File: config.mk
export PLATFORM = sky130hd
export DESIGN_NAME = z_result_drain_flat
export DESIGN_NICKNAME = d
export VERILOG_FILES = /design/src/rtl/z_result_drain_if.sv /design/src/rtl/z_result_drain.sv /design/src/flat_wrapper.sv
export SDC_FILE = /design/constraint.sdc
export NUM_CORES = 1
export LEC_CHECK = 0
export CAP_MARGIN = 20
export CORE_MARGIN = 4
export CORE_UTILIZATION = 42
export CTS_CLUSTER_SIZE = 24
export DETAILED_ROUTE_END_ITERATION = 10
export PLACE_DENSITY = 0.76
export RECOVER_POWER = 25
export REMOVE_ABC_BUFFERS = 1
export SLEW_MARGIN = 20
export SYNTH_ARGS = -nofsm -noshare
export SYNTH_HDL_FRONTEND = slang
export SYNTH_SLANG_ARGS = --single-unit
File: constraint.sdc
create_clock -name clock -period 1.8 [get_ports clock]
set_input_delay 0.18 -clock clock [delete_from_list [all_inputs] [get_ports clock]]
set_output_delay 0.18 -clock clock [all_outputs]
set_load 0.01 [all_outputs]
File: src/rtl/z_result_drain_if.sv
// Handshake bundle between the ALU result source, the Z drain and the internal bus.
// The slave modport is the drain's view; the master modport is the ALU/bus side.
interface z_result_drain_if #(
    parameter int DATA_W = 32
);
    logic              alu_valid;
    logic              alu_ready;
    logic [DATA_W-1:0] alu_lo;
    logic [DATA_W-1:0] alu_hi;
    logic              alu_wide;
    logic              bus_valid;
    logic              bus_ready;
    logic [DATA_W-1:0] bus_data;
    logic              bus_sel_hi;

    modport slave (
        input  alu_valid, alu_lo, alu_hi, alu_wide, bus_ready,
        output alu_ready, bus_valid, bus_data, bus_sel_hi
    );

    modport master (
        output alu_valid, alu_lo, alu_hi, alu_wide, bus_ready,
        input  alu_ready, bus_valid, bus_data, bus_sel_hi
    );
endinterface

File: src/rtl/z_result_drain.sv
// Captures the ALU Z result into ZLO/ZHI and drains it onto the internal bus in one or two beats.
// Optional macro Z_FLAGS_EN builds the zero/negative flag registers captured with each result.
module z_result_drain #(
    parameter int DATA_W = 32,
    parameter int CNT_W  = 16
) (
    input  logic               clock,
    input  logic               clear_n,
    z_result_drain_if.slave    io,
    output logic [DATA_W-1:0]  zlo_q,
    output logic [DATA_W-1:0]  zhi_q,
    output logic [CNT_W-1:0]   xfer_count,
    output logic               zero_flag,
    output logic               neg_flag
);
    typedef enum logic [1:0] {IDLE, SEND_LO, SEND_HI} state_t;

    state_t              r_state;
    logic [DATA_W-1:0]   r_zlo;
    logic [DATA_W-1:0]   r_zhi;
    logic                r_wide;
    logic [CNT_W-1:0]    r_xfer_count;
    logic                r_bus_valid;
    logic [DATA_W-1:0]   r_bus_data;
    logic                r_bus_sel_hi;
    logic                w_alu_ready;
    logic                w_capture;
    logic                w_complete;

    // Ready opens in the cycle the current result finishes, so narrow results stream without bubbles.
    always_comb begin
        w_alu_ready = 1'b0;
        case (r_state)
            IDLE:    w_alu_ready = 1'b1;
            SEND_LO: w_alu_ready = io.bus_ready & ~r_wide;
            SEND_HI: w_alu_ready = io.bus_ready;
            default: w_alu_ready = 1'b0;
        endcase
    end

    assign w_capture  = io.alu_valid & w_alu_ready;
    assign w_complete = io.bus_ready &
                        (((r_state == SEND_LO) & ~r_wide) | (r_state == SEND_HI));

    always_ff @(posedge clock or negedge clear_n) begin
        if (!clear_n) begin
            r_state      <= IDLE;
            r_zlo        <= '0;
            r_zhi        <= '0;
            r_wide       <= 1'b0;
            r_xfer_count <= '0;
            r_bus_valid  <= 1'b0;
            r_bus_data   <= '0;
            r_bus_sel_hi <= 1'b0;
        end else begin
            if (w_complete) begin
                r_xfer_count <= r_xfer_count + CNT_W'(1);
            end
            if (w_capture) begin
                r_zlo        <= io.alu_lo;
                r_zhi        <= io.alu_wide ? io.alu_hi : '0;
                r_wide       <= io.alu_wide;
                r_state      <= SEND_LO;
                r_bus_valid  <= 1'b1;
                r_bus_data   <= io.alu_lo;
                r_bus_sel_hi <= 1'b0;
            end else begin
                case (r_state)
                    SEND_LO: begin
                        if (io.bus_ready) begin
                            if (r_wide) begin
                                r_state      <= SEND_HI;
                                r_bus_data   <= r_zhi;
                                r_bus_sel_hi <= 1'b1;
                            end else begin
                                r_state      <= IDLE;
                                r_bus_valid  <= 1'b0;
                                r_bus_data   <= '0;
                                r_bus_sel_hi <= 1'b0;
                            end
                        end
                    end
                    SEND_HI: begin
                        if (io.bus_ready) begin
                            r_state      <= IDLE;
                            r_bus_valid  <= 1'b0;
                            r_bus_data   <= '0;
                            r_bus_sel_hi <= 1'b0;
                        end
                    end
                    default: ;
                endcase
            end
        end
    end

`ifdef Z_FLAGS_EN
    logic r_zero_flag;
    logic r_neg_flag;

    // Flags describe the whole result: both words for wide ops, the low word otherwise.
    always_ff @(posedge clock or negedge clear_n) begin
        if (!clear_n) begin
            r_zero_flag <= 1'b0;
            r_neg_flag  <= 1'b0;
        end else if (w_capture) begin
            r_zero_flag <= io.alu_wide ? ((io.alu_hi | io.alu_lo) == '0) : (io.alu_lo == '0);
            r_neg_flag  <= io.alu_wide ? io.alu_hi[DATA_W-1] : io.alu_lo[DATA_W-1];
        end
    end

    assign zero_flag = r_zero_flag;
    assign neg_flag  = r_neg_flag;
`else
    assign zero_flag = 1'b0;
    assign neg_flag  = 1'b0;
`endif

    assign io.alu_ready  = w_alu_ready;
    assign io.bus_valid  = r_bus_valid;
    assign io.bus_data   = r_bus_data;
    assign io.bus_sel_hi = r_bus_sel_hi;
    assign zlo_q         = r_zlo;
    assign zhi_q         = r_zhi;
    assign xfer_count    = r_xfer_count;
endmodule

File: src/flat_wrapper.sv
// flat-port wrapper written by rule: the top's interface ports become plain ports
module z_result_drain_flat 
#(
    parameter int DATA_W = 32,
    parameter int CNT_W  = 16
)
  (clock, clear_n, zlo_q, zhi_q, xfer_count, zero_flag, neg_flag, io_alu_valid, io_alu_lo, io_alu_hi, io_alu_wide, io_bus_ready, io_alu_ready, io_bus_valid, io_bus_data, io_bus_sel_hi);
  z_result_drain_if #(.DATA_W(DATA_W)) io_i ();
  input  logic clock;
  input  logic clear_n;
  output logic [DATA_W-1:0] zlo_q;
  output logic [DATA_W-1:0] zhi_q;
  output logic [CNT_W-1:0] xfer_count;
  output logic zero_flag;
  output logic neg_flag;
  input wire logic [$bits(io_i.alu_valid)-1:0] io_alu_valid;
  input wire logic [$bits(io_i.alu_lo)-1:0] io_alu_lo;
  input wire logic [$bits(io_i.alu_hi)-1:0] io_alu_hi;
  input wire logic [$bits(io_i.alu_wide)-1:0] io_alu_wide;
  input wire logic [$bits(io_i.bus_ready)-1:0] io_bus_ready;
  output wire logic [$bits(io_i.alu_ready)-1:0] io_alu_ready;
  output wire logic [$bits(io_i.bus_valid)-1:0] io_bus_valid;
  output wire logic [$bits(io_i.bus_data)-1:0] io_bus_data;
  output wire logic [$bits(io_i.bus_sel_hi)-1:0] io_bus_sel_hi;
  assign io_i.alu_valid = io_alu_valid;
  assign io_i.alu_lo = io_alu_lo;
  assign io_i.alu_hi = io_alu_hi;
  assign io_i.alu_wide = io_alu_wide;
  assign io_i.bus_ready = io_bus_ready;
  assign io_alu_ready = io_i.alu_ready;
  assign io_bus_valid = io_i.bus_valid;
  assign io_bus_data = io_i.bus_data;
  assign io_bus_sel_hi = io_i.bus_sel_hi;
  z_result_drain #(.DATA_W(DATA_W), .CNT_W(CNT_W)) u_core (.clock(clock), .clear_n(clear_n), .io(io_i), .zlo_q(zlo_q), .zhi_q(zhi_q), .xfer_count(xfer_count), .zero_flag(zero_flag), .neg_flag(neg_flag));
endmodule
==> results.md, run 1 <==
- Status: finished, violations left
- Failing checks: setup timing
- Clk Latency, worst-skew pair: around 0.4 ns
- Antenna diodes: 0
- Post-layout min period: 1.99 ns
- Reg2reg end: u_core.io.bus_data[15]
- DRC: 0
- Normalized max-slew margin: 0.302
- Pwr/cell area: 1950 nW/µm²
- Initial drt markers: 203
- Switching share of power: 0.322
- Fin. max-slew vios: 0
- Fill cells: ~960
- IO buf count: 183
- Pleak: 4.49 nW
- Clk buf depth: 2
- Number of global-route vias before repair: 4767
- Final Cell Area: 9030 µm²
- Via count: 4251
- Crit path launch type: flip-flop
- Comb pwr share: 0.538
- Worst-path clk slew: 0.05 ns
- Max cap viols: 0
- Critical Path Sink: u_core.io.bus_data[15]
- Die H: roughly 130 µm
- Synth unique cells: 34
- Total gr overflow: 0
- R2r setup slk: -0.19 ns
- CTS tree: built
- Clk_skew: 0.0147 ns
- Power Internal: 11.9 mW
- First-pass GRT wire length: 25.6 mm
- Global placer's final weighted congestion: 0.773
- CP Class: reg -> reg
- Largest net degree at the start of global routing: 117
- Worst Path Arrival: 2.27 ns
- Final HPWL DP: 9.98 mm
- Yosys reg bits: 116
- Worst hold slack: 0.320 ns
- NetSw: between 5 and 6 mW
- Ranking of synthesized cells by area: dfrtp_1, mux2_4, mux2i_1, nand2_1, inv_1
- Post-layout instance count excluding filler cells: 885
- I/O Pins: 186
- Clk network pwr share: 0.197
- Final Hold Viols: 0
- Cell Area, Synth: 5760 µm²
- Fin nets: 770
- Fmax: 0.502 GHz
- RSZ-0062 raised after global routing: true
- Most common cell in the netlist: dfrtp_1
- Area of the core: around 13000 µm²
- Via density: 4.80
- CTS Buf Count: 17
- Sequential element share of the synthesized area: 0.504
- Crit Reg-Reg Startpoint: u_core.io.bus_sel_hi
- First-pass DRT Iterations: 4
- Synth Warn #: 0
- Final Cycle Share: 1.11
- Layout cells sized above 1: 0.238
- Setup slack after layout: -0.190 ns
- DRT Wirelength: 16.2 mm
- Routed WL per cell: about 18 µm
- Post-synth top flop: dfrtp_1
- Power consumption: 17.6 mW
- Antenna violations before repair: 0
- Final setup TNS: -9.69 ns
- Hold crit path type: in -> reg
- Top cells by count, synth: dfrtp_1, nand2_1, inv_1
- Worst slew pin tran: 1.05 ns
- Core Rows: 42
- Seq pwr share: 0.265
- Dpl cells: 826
- Top cell type's share of synthesized area: 0.504
- Final core utilization: 0.677
- Endpoint class of the critical path: flip-flop
- Peak supply drop: 0.000984 V
- Finish-stage setup viols: a little over 80
- Synth-to-layout area growth: 56.8%
- # clock sinks: 116
- CP Launch Point: u_core.io.bus_sel_hi
- Share of synthesized registers carrying an async set or reset: 1.00
- Number of synthesized flops with an enable pin: 0
- GR Util All Layers: 0.208
- Max H-tree Level: 4
- CP max FO: 6
- Die Width: between 100 and 150 µm
- Syn Inst Count: 466
- R2R cell count: 9
- Post-route ant nets: 0
- Initial Util: 0.431
- Cell taking the most area after synthesis: dfrtp_1
- Worst Path Required: 2.08 ns
- Worst slack at placement: -0.292 ns
- Syn avg cell area: 12.4 µm²
- Die ar.: approximately 16000 µm²
- Area post-placement: 7830 µm²
- Root Buffer: clkbuf_16
-- worst min path at each step --
| stage | from | end | slack, ns | cells past startpoint |
|---|---|---|---|---|
| floorplan | clear_n | u_core.io.bus_data[0] | -0.12 | 0 |
| global placement | clear_n | u_core.zlo_q[0] | 0.31 | 2 |
| detailed placement | clear_n | u_core.io.bus_data[0] | 0.32 | 2 |
| CTS | io_alu_hi[25] | u_core.zhi_q[25] | 0.31 | 3 |
| global route | io_alu_hi[3] | u_core.zhi_q[3] | 0.33 | 3 |
| finish | io_alu_hi[0] | u_core.zhi_q[0] | 0.32 | 3 |
-- power by group through the flow --
stage	combinational [mW]	clock, mW	sequential (mW)
after floorplan	3.99	0	4.98
after CTS	9.46	3.53	4.65
final	9.45	3.47	4.66
after global routing	10.0	3.66	4.80
after global placement	7.82	0	4.61
after detailed placement	8.07	0	4.63
-- timing repair --
| item | 4_1_cts | 5_1_grt |
|---|---|---|
| pin swaps | 1 | 3 |
| hold buffers | 1 | 0 |
| hold endpoints to repair | 116 | 0 |
| setup buffers | 14 | 1 |
| cloned | 10 | 3 |
| resized for setup | 38 | 9 |
| endpoints found under the setup margin | 105 | 101 |
-- sequential cells by signal, indices dropped and copies added, names as in the netlist --
name	flops
u_core.io.bus_valid	1
u_core.zlo_q	32
u_core.r_wide	1
u_core.io.bus_sel_hi	1
u_core.io.bus_data	32
u_core.xfer_count	16
u_core.zhi_q	32
u_core.r_state	1
-- placed cells by master, fill, tap and decap left out, types with 3 or more instances in the layout --
master             n
clkdlybuf4s50_1  181
dfrtp_1          116
buf_16             7
bufinv_16          3
nor2_1             9
inv_1             67
xor2_1            10
clkbuf_16         20
buf_4             15
mux2i_2            3
buf_6             12
buf_12            10
xnor2_1            5
mux2_4            65
mux2i_1           61
nand4_1            3
ha_4               3
buf_8              3
clkinv_2           6
clkbuf_8           4
nand2_1           71
-- cell type report --
| type | count | area, µm² | share of cell area |
|---|---|---|---|
| flip-flops and latches | 116 | 2900 | 0.321 |
| repair buffers | 235 | 2630 | 0.291 |
| multi-input cells | 257 | 2410 | 0.267 |
| clock buffers | 22 | 484 | 0.0536 |
| inverters | 69 | 259 | 0.0287 |
| well taps | 176 | 220 | 0.0244 |
| clock inverters | 10 | 128 | 0.0141 |
-- logic make-up after synthesis --
kind of cell,synth area share
flops,0.504
compound gates,0.0124
other cells,0.000651
simple gates,0.0717
buf+inv,0.0930
xor+xnor,0.0228
fa+ha+maj,0.0109
mux,0.285
-- worst max-delay path: stages, from the launching register on --
cell and delay, ns:
dfrtp_1 0.39, inv_2 0.07, ha_4 0.16, nor2b_4 0.12, o21a_4 0.21, o21ai_4 0.19, buf_6 0.16, buf_12 0.12
buf_12 0.13, mux2_4 0.30
-- layer usage --
metal	wire length (µm)	vias to the layer above	track usage
met5	0	-	0
met4	203	0	0.0657
met3	860	20	0.0606
met2	8310	160	0.354
met1	6850	2107	0.256
li1	-	1964	-
Power figures use the tool's default switching activity.
==> run 2, diff against run 1 <==
--- a/config.mk
+++ b/config.mk
@@ -13,6 +13,7 @@
 export PLACE_DENSITY = 0.76
 export RECOVER_POWER = 25
 export REMOVE_ABC_BUFFERS = 1
+export SKIP_LAST_GASP = 1
 export SLEW_MARGIN = 20
 export SYNTH_ARGS = -nofsm -noshare
 export SYNTH_HDL_FRONTEND = slang
==> run 2 against run 1 <==
Effect of this change:
- setup slack improved by 0.0051 ns
- fmax grew 0.26%
- clock skew is 0.0047 ns lower
- largest power group unchanged
- cell count did not move
- cell area about the same
- count of clock-buffer cells in the layout did not move
- register-to-register slack about the same
- utilization down 0.066 points
- power is essentially flat
- via count fell by 0.40%
- the flow still finishes with violations (setup timing)
- wire length fell by 0.39%
==> results.md, run 2 (synthesis results as in run 1) <==
- Status: finished, violations left
- Failing checks: setup timing
- Worst-path clk slew: 0.05 ns
- Via density: between 4 and 5
- Finish-stage setup viols: 82
- Die ar.: approximately 16000 µm²
- Worst slack at placement: -0.292 ns
- Synth-to-layout area growth: 56.7%
- Clk network pwr share: 0.198
- Area occupied by multi-input gates: around 2400 µm²
- Antenna violations before repair: 0
- Power Internal: around 12 mW
- NetSw: 5.65 mW
- Root Buffer: clkbuf_16
- DRT Wirelength: between 15 and 20 mm
- Final Hold Viols: 0
- Switching share of power: 0.322
- Fmax: 0.504 GHz
- Clk Latency, worst-skew pair: 0.41 ns
- Seq pwr share: 0.265
- Post-layout min period: between 1.5 and 2 ns
- Worst Path Required: 2.09 ns
- Die H: approximately 130 µm
- Peak supply drop: 0.000986 V
- Setup slack after layout: -0.185 ns
- Routing usage on met3: 0.0606
- Commonest non-fill, non-tap cell in the layout: clkdlybuf4s50_1
- Fin nets: 770
- Worst slew pin tran: between 1 and 1.5 ns
- Hold crit path type: in -> reg
- Comb pwr share: 0.537
- Crit path launch type: flip-flop
- CP max FO: 6
- Core Rows: between 40 and 50
- Power consumption: 17.6 mW
- Final Cycle Share: 1.10
- GR Util met2: 0.354
- Number of global-route vias before repair: about 4800
- Fin. max-slew vios: 0
- Max cap viols: 0
- Normalized max-slew margin: 0.305
- Pwr/cell area: approximately 1900 nW/µm²
- I/O Pins: 186
- Worst Path Arrival: about 2.3 ns
- Largest net degree at the start of global routing: 117
- Post-route ant nets: 0
- Routed WL per cell: 18.3 µm
- Most frequent cells in the layout: clkdlybuf4s50_1, dfrtp_1, nand2_1
- Final setup TNS: -9.71 ns
- Antenna diodes: 0
- Initial Util: 0.431
- Max H-tree Level: 4
- CTS tree: built
- Via count: 4234
- Met1 Use GR: 0.256
- Clk_skew: between 0.01 and 0.015 ns
- R2r setup slk: -0.18 ns
- First-pass GRT wire length: 25.6 mm
- Final HPWL DP: 9.98 mm
- GR peak layer: met2
- Pleak: approximately 4.5 nW
- Layout cells sized above 1: 0.237
- Initial drt markers: 191
- Global placer's final weighted congestion: 0.773
- CTS Buf Count: 17
- IO buf count: 183
- CP Class: reg -> reg
- First-pass DRT Iterations: 4
- Clk buf depth: 2
- RSZ-0062 raised after global routing: true
- Fill cells: roughly 960
- Endpoint class of the critical path: flip-flop
- DRC: 0
- Die Width: 125 µm
- Area of the core: 13300 µm²
- GR Util All Layers: 0.208
- Total gr overflow: 0
- # clock sinks: 116
- FF/Latch Area: 2900 µm²
run 2: final timing paths:
| check | startpoint | endpoint | cells past startpoint |
|---|---|---|---|
| max in group asynchronous | clear_n | u_core.zhi_q[1] | 3 |
| worst min-delay path | io_alu_hi[0] | u_core.zhi_q[0] | 3 |
| worst min register to register | u_core.xfer_count[15] | u_core.xfer_count[15] | 1 |
| min in group asynchronous | clear_n | u_core.io.bus_data[0] | 3 |
| worst max register to register | u_core.io.bus_sel_hi | u_core.io.bus_data[15] | 9 |
| worst max-delay path | u_core.io.bus_sel_hi | u_core.io.bus_data[15] | 9 |
run 2: repair_timing:
action	CTS	global route
setup buffers	14	1
hold endpoints to repair	116	0
pin swaps	1	3
cloned	10	3
setup endpoints to repair	105	101
hold buffers	1	0
gates resized for setup	37	8
run 2: layer usage:
layer | wire length [µm] | up-vias
li1 | - | 1962
met1 | 6850 | 2111
met2 | 8280 | 145
met3 | 847 | 16
met4 | 187 | 0
met5 | 0 | -
run 2: cell type report:
cell class,instances,area share
Multi-Input combinational cell,257,0.267
Clock inverter,10,0.0141
Sequential cell,116,0.322
Timing Repair Buffer,235,0.291
Inverter,69,0.0287
Tap cell,176,0.0244
Clock buffer,22,0.0537
run 2: worst max-delay path: stages (launching register included):
cell and delay, ns:
dfrtp_1 0.39, inv_2 0.07, ha_4 0.16, nor2b_4 0.12
o21a_4 0.21, o21ai_4 0.19, buf_6 0.16, buf_12 0.12
buf_12 0.12, mux2_4 0.30
run 2: stage by stage:
stage	cells	hold WS (ns)	util	area (µm²)
after CTS	883	0.308	0.674	9000
after global routing	885	0.325	0.676	9020
after detailed placement	826	0.324	0.586	7830
final	885	0.318	0.676	9020
after floorplan	442	-0.116	-	5490
after global placement	826	0.314	0.586	7830
run 2: power by group through the flow:
stage | Combinational, mW | Sequential [mW] | Clock, mW
after floorplan | 3.99 | 4.98 | 0
after global placement | 7.82 | 4.61 | 0
after detailed placement | 8.07 | 4.63 | 0
after CTS | 9.46 | 4.65 | 3.53
after global routing | 10.0 | 4.80 | 3.66
final | 9.45 | 4.66 | 3.47
